### src/rtl/tmds_align_ctl.sv
// tmds_align_ctl: per-channel TMDS word-alignment controller (bitslip search, lock, lock supervision)
//   pclk       in   pixel clock, all logic on rising edge
//   reset_n    in   asynchronous active-low reset
//   enable     in   run/hold; low returns to IDLE on the next edge
//   rawdata    in   [9:0] raw deserialized symbol
//   bitslip    out  one-cycle slip request to the deserializer
//   aligned    out  word alignment achieved (decoder iamvld)
//   slip_cnt   out  [3:0] current slip position 0..9
//   state      out  [1:0] 0=IDLE 1=SEARCH 2=SLIP 3=LOCKED
//   lock_lost  out  one-cycle pulse on LOCKED->SEARCH
// Optional (TMDS_ALIGN_STATS_EN): stats_clr in, loss_cnt[15:0] out, slip_total[15:0] out
module tmds_align_ctl #(
  parameter int WIN_LEN      = 1024,
  parameter int TOKEN_THRESH = 64,
  parameter int SETTLE_CYC   = 16,
  parameter int LOCK_TIMEOUT = 8192
) (
  input  logic       pclk,
  input  logic       reset_n,
  input  logic       enable,
  input  logic [9:0] rawdata,
  output logic       bitslip,
  output logic       aligned,
  output logic [3:0] slip_cnt,
  output logic [1:0] state,
  output logic       lock_lost
`ifdef TMDS_ALIGN_STATS_EN
  ,
  input  logic        stats_clr,
  output logic [15:0] loss_cnt,
  output logic [15:0] slip_total
`endif
);
  localparam int WW = $clog2(WIN_LEN);
  localparam int TW = $clog2(TOKEN_THRESH + 1);
  localparam int SW = $clog2(SETTLE_CYC + 1);
  localparam int GW = $clog2(LOCK_TIMEOUT);
  localparam logic [WW-1:0] WIN_LAST    = WW'(WIN_LEN - 1);
  localparam logic [TW:0]   THRESH      = (TW+1)'(TOKEN_THRESH);
  localparam logic [SW-1:0] SETTLE_LAST = SW'(SETTLE_CYC - 1);
  localparam logic [GW-1:0] GAP_LAST    = GW'(LOCK_TIMEOUT - 1);

  typedef enum logic [1:0] {IDLE, SEARCH, SLIP, LOCKED} state_e;

  state_e        state_q, state_d;
  logic [WW-1:0] win_q, win_d;
  logic [TW-1:0] tok_cnt_q, tok_cnt_d;
  logic [SW-1:0] settle_q, settle_d;
  logic [GW-1:0] gap_q, gap_d;
  logic [3:0]    slip_q, slip_d;
  logic          tok_q, tok_d;
  logic          aligned_q, aligned_d;
  logic          bitslip_q, bitslip_d;
  logic          lock_lost_q, lock_lost_d;
  logic [TW:0]   tok_sum;

  assign tok_d = (rawdata == 10'b1101010100) || (rawdata == 10'b0010101011) ||
                 (rawdata == 10'b0101010100) || (rawdata == 10'b1010101011);
  // tok_cnt never exceeds THRESH because reaching it leaves SEARCH, so the sum saturates naturally
  assign tok_sum = {1'b0, tok_cnt_q} + (TW+1)'(tok_q);

  always_comb begin
    state_d     = state_q;
    win_d       = win_q;
    tok_cnt_d   = tok_cnt_q;
    settle_d    = settle_q;
    gap_d       = gap_q;
    slip_d      = slip_q;
    aligned_d   = aligned_q;
    bitslip_d   = 1'b0;
    lock_lost_d = 1'b0;
    if (!enable) begin
      state_d   = IDLE;
      aligned_d = 1'b0;
      win_d     = '0;
      tok_cnt_d = '0;
      settle_d  = '0;
      gap_d     = '0;
    end else begin
      case (state_q)
        IDLE: begin
          state_d   = SEARCH;
          aligned_d = 1'b0;
          win_d     = '0;
          tok_cnt_d = '0;
        end
        SEARCH: begin
          win_d     = win_q + 1'b1;
          tok_cnt_d = tok_sum[TW-1:0];
          if (tok_sum == THRESH) begin
            state_d   = LOCKED;
            aligned_d = 1'b1;
            gap_d     = '0;
          end else if (win_q == WIN_LAST) begin
            state_d   = SLIP;
            bitslip_d = 1'b1;
            slip_d    = (slip_q == 4'd9) ? 4'd0 : slip_q + 4'd1;
            settle_d  = '0;
          end
        end
        SLIP: begin
          settle_d = settle_q + 1'b1;
          if (settle_q == SETTLE_LAST) begin
            state_d   = SEARCH;
            win_d     = '0;
            tok_cnt_d = '0;
          end
        end
        LOCKED: begin
          gap_d = tok_q ? '0 : gap_q + 1'b1;
          if (!tok_q && gap_q == GAP_LAST) begin
            state_d     = SEARCH;
            aligned_d   = 1'b0;
            lock_lost_d = 1'b1;
            win_d       = '0;
            tok_cnt_d   = '0;
            gap_d       = '0;
          end
        end
        default: state_d = IDLE;
      endcase
    end
  end

  always_ff @(posedge pclk or negedge reset_n) begin
    if (!reset_n) begin
      state_q     <= IDLE;
      win_q       <= '0;
      tok_cnt_q   <= '0;
      settle_q    <= '0;
      gap_q       <= '0;
      slip_q      <= '0;
      tok_q       <= 1'b0;
      aligned_q   <= 1'b0;
      bitslip_q   <= 1'b0;
      lock_lost_q <= 1'b0;
    end else begin
      state_q     <= state_d;
      win_q       <= win_d;
      tok_cnt_q   <= tok_cnt_d;
      settle_q    <= settle_d;
      gap_q       <= gap_d;
      slip_q      <= slip_d;
      tok_q       <= tok_d;
      aligned_q   <= aligned_d;
      bitslip_q   <= bitslip_d;
      lock_lost_q <= lock_lost_d;
    end
  end

  assign bitslip   = bitslip_q;
  assign aligned   = aligned_q;
  assign slip_cnt  = slip_q;
  assign state     = state_q;
  assign lock_lost = lock_lost_q;

`ifdef TMDS_ALIGN_STATS_EN
  logic [15:0] loss_q, slip_tot_q;

  always_ff @(posedge pclk or negedge reset_n) begin
    if (!reset_n) begin
      loss_q     <= '0;
      slip_tot_q <= '0;
    end else begin
      loss_q     <= stats_clr ? '0 : (lock_lost_q && loss_q != 16'hFFFF) ? loss_q + 16'd1 : loss_q;
      slip_tot_q <= stats_clr ? '0 : (bitslip_q && slip_tot_q != 16'hFFFF) ? slip_tot_q + 16'd1 : slip_tot_q;
    end
  end

  assign loss_cnt   = loss_q;
  assign slip_total = slip_tot_q;
`endif
endmodule

### config.mk
export PLATFORM = sky130hd
export DESIGN_NAME = tmds_align_ctl
export DESIGN_NICKNAME = d
export VERILOG_FILES = /design/src/rtl/tmds_align_ctl.sv
export SDC_FILE = /design/constraint.sdc
export NUM_CORES = 1
export LEC_CHECK = 0
export ABC_AREA = 1
export BUFFER_PORTS_ARGS = -buffer_cell sky130_fd_sc_hd__buf_2
export CORE_AREA = 2 2 70 72
export CTS_CLUSTER_DIAMETER = 100
export DETAILED_ROUTE_END_ITERATION = 6
export DIE_AREA = 0 0 72 74
export GPL_TIMING_DRIVEN = 1
export PLACE_DENSITY = 0.83
export SLEW_MARGIN = 5
export SYNTH_ARGS = -nofsm -noshare
export SYNTH_HDL_FRONTEND = slang
export SYNTH_SLANG_ARGS = --single-unit
export TNS_END_PERCENT = 5
### constraint.sdc
create_clock -name pclk -period 3.55 [get_ports pclk]
set_input_delay 0.5325 -clock pclk [delete_from_list [all_inputs] [get_ports pclk]]
set_output_delay 0.5325 -clock pclk [all_outputs]
set_load 0.1 [all_outputs]
==> impl_metrics.json <==
{
  "grt_max_degree": 46,
  "initial_core_util": 0.619,
  "syn_area_um2": 2850,
  "status": "finished, final reports clean",
  "r2r_end": "slip_cnt[3]",
  "cts_hold_buf": 0,
  "startpoint_type": "register",
  "timing.final.crit_share": 0.669,
  "critPathRequiredTime_ns": 3.76,
  "timing.final.crit_period_ns": 2.37,
  "critPathMaxFanout": 10,
  "setup_violations": 0,
  "yosysMostFrequentCell": "nand2_1",
  "cts-root-buf": "clkbuf_8",
  "rsz0062_at_grt": "no",
  "drt-initial-drc-count": 190,
  "synth_flop_cell": "dfrtp_1",
  "placed_cells": 444,
  "wl_per_cell_um": 12.8,
  "fmax_mhz": 421,
  "numPortBuffers": 20,
  "antenna_found_initial": 0,
  "critPathKind": "register to register",
  "area_growth_pct": 8.00,
  "hold_violations": 0,
  "grt_pass1_vias": 2342,
  "synth_top_area_frac": 0.396,
  "report.final.slew_viol_count": 0,
  "final_nets": 416,
  "row_count": 25,
  "syn_inst": 376,
  "coreArea_um2": 4600,
  "grtUsageTotal": 0.239,
  "async_reset_ff_frac": 1.00,
  "grt_pass1_wl_mm": 10.2,
  "fin_skew_ns": 0.0124,
  "ioPinCount": 22,
  "seq_area_um2": 1130,
  "setup_tns_ns": 0,
  "cts_resized": 0,
  "die_w_um": 72,
  "clock_latency_ns": 0.30,
  "hp-class": "input port to async pin",
  "synth_common_cells": "114 x nand2_1, 45 x dfrtp_1, 39 x inv_1, 32 x nor2_1, 28 x nand3_1",
  "slew_headroom": 0.347,
  "vias": 2524,
  "cts_tree": "built",
  "ir_drop_mv": 0.292,
  "h-tree-depth": 2,
  "yosysUniqueCellTypes": 37,
  "cts_setup_buffers": 0,
  "ant_nets": 0,
  "worstMarginPinSlew_ns": 0.980,
  "cts.sink_count": 45,
  "die_y_um": 74,
  "gp_congestion": 0.858,
  "drive_gt1_frac": 0.173,
  "multiInputGateArea_um2": 1500,
  "clk_pin_slew_ns": 0.09,
  "syn_nets": 395,
  "cts_made_buffers": 5,
  "grt_overflow": 0,
  "cts_buffer_depth": 2,
  "firstDrtPassIters": 4,
  "viasPerCell": 5.58,
  "yosysWarningCount": 0,
  "synth-edff-count": 0,
  "reg2reg_slack_ns": 1.18,
  "insertedDiodeCount": 0,
  "synth_top_area_cell": "dfrtp_1",
  "synth_area_leaders": "dfrtp_1 40%, nand2_1 15%, inv_1 5.1%",
  "cap_violations": 0,
  "die_area_um2": 5330,
  "wl_mm": 5.79,
  "synth_seq_cells": 45,
  "num-fill-cells": 378,
  "fin_cells": 452,
  "syn_area_per_cell_um2": 7.57,
  "timing.rr.start": "tok_q",
  "reg2reg_depth": 12,
  "drc": 0,
  "crit_start": "tok_q",
  "crit_path_end_kind": "register",
  "yosysSeqAreaShare": 0.396,
  "p_leak_uw": 0.00153,
  "arrival_ns": 2.58,
  "powerDensity_nw_per_um2": 423,
  "setup_ws_ns": 1.18,
  "pre_cts_slack_ns": 1.25,
  "hpwl_mm": 4.26
}
## routing by layer
| metal | up-vias | track usage | wire, um |
|---|---|---|---|
| met5 | - | 0 | 0 |
| met4 | 0 | 0.0650 | 57 |
| met3 | 7 | 0.0339 | 248 |
| met2 | 60 | 0.409 | 2800 |
| met1 | 1192 | 0.323 | 2690 |
| li1 | 1265 | - | - |
## placed cells by master (no fill, tap or decap), types with 4 or more instances in the layout
cell      synthesis  layout
inv_2             6       6
o21ai_2           8       8
xor2_1            9       9
inv_1            39      39
o21ai_0          13      13
nand2_2           4       4
ha_1              6       6
nor2_4            5       5
buf_2             1      20
o22ai_2           4       4
nor2_1           32      32
a21oi_1           5       5
nand3_1          28      28
nand4_1          19      19
clkbuf_8          0       5
dfrtp_1          45      45
or2_2             7       7
nor3_1            7       7
nand2_1         114     114
## per-stage QoR
step	hold WS [ns]	total power, uW	util	instance area (um^2)
floorplan	0.237	857	-	2850
detailed placement	0.463	921	0.644	2960
CTS	0.424	1310	0.669	3070
global placement	0.455	916	0.644	2960
global route	0.448	1350	0.669	3070
finish	0.387	1300	0.669	3070
## kinds of logic (layout without fill, tap and decap cells)
group | after synthesis | after routing | synth area share
xor+xnor | 10 | 10 | 0.0308
fa+ha+maj | 6 | 6 | 0.0264
flops | 45 | 45 | 0.396
simple gates | 225 | 225 | 0.369
buf+inv | 52 | 74 | 0.0787
compound gates | 38 | 38 | 0.0993
## where the power goes
part | leakage, uW | switching (uW) | internal (uW)
logic | 0.000847 | 268 | 65.6
clock network | 0.0000554 | 175 | 211
registers | 0.000625 | 42.7 | 536
## worst max path at each step
stage	cells past startpoint	end
2_1_floorplan	7	slip_cnt[3]
3_3_place_gp	13	gap_q[4]
3_5_place_dp	12	slip_cnt[3]
4_1_cts	12	slip_cnt[3]
5_1_grt	13	gap_q[3]
6_report	12	slip_cnt[3]
## state kept, by name (all words and copies together) (netlist names)
register   flops
tok_q          1
state          2
gap_q         13
slip_cnt       4
tok_cnt_q      7
win_q         10
bitslip        1
settle_q       5
aligned        1
lock_lost      1
## critical path, stage by stage (launching register included)
cell     delay, ns
dfrtp_1       0.58
ha_1          0.29
ha_1          0.29
nand2_1       0.12
nand2_1       0.12
nand2_1       0.08
nor2_1        0.11
nand2_1       0.07
nor2_2        0.20
nor2_2        0.08
nand2_1       0.16
nand2_1       0.08
o21ai_0       0.10
## area by class of cell
cell class | instances | share of cell area
timing repair buffer | 20 | 0.0326
clock inverter | 2 | 0.0126
tap | 54 | 0.0220
inverter | 46 | 0.0562
clock buffer | 6 | 0.0236
multi-input combinational | 279 | 0.487
sequential | 45 | 0.366
(Power assumes the default switching activity.)
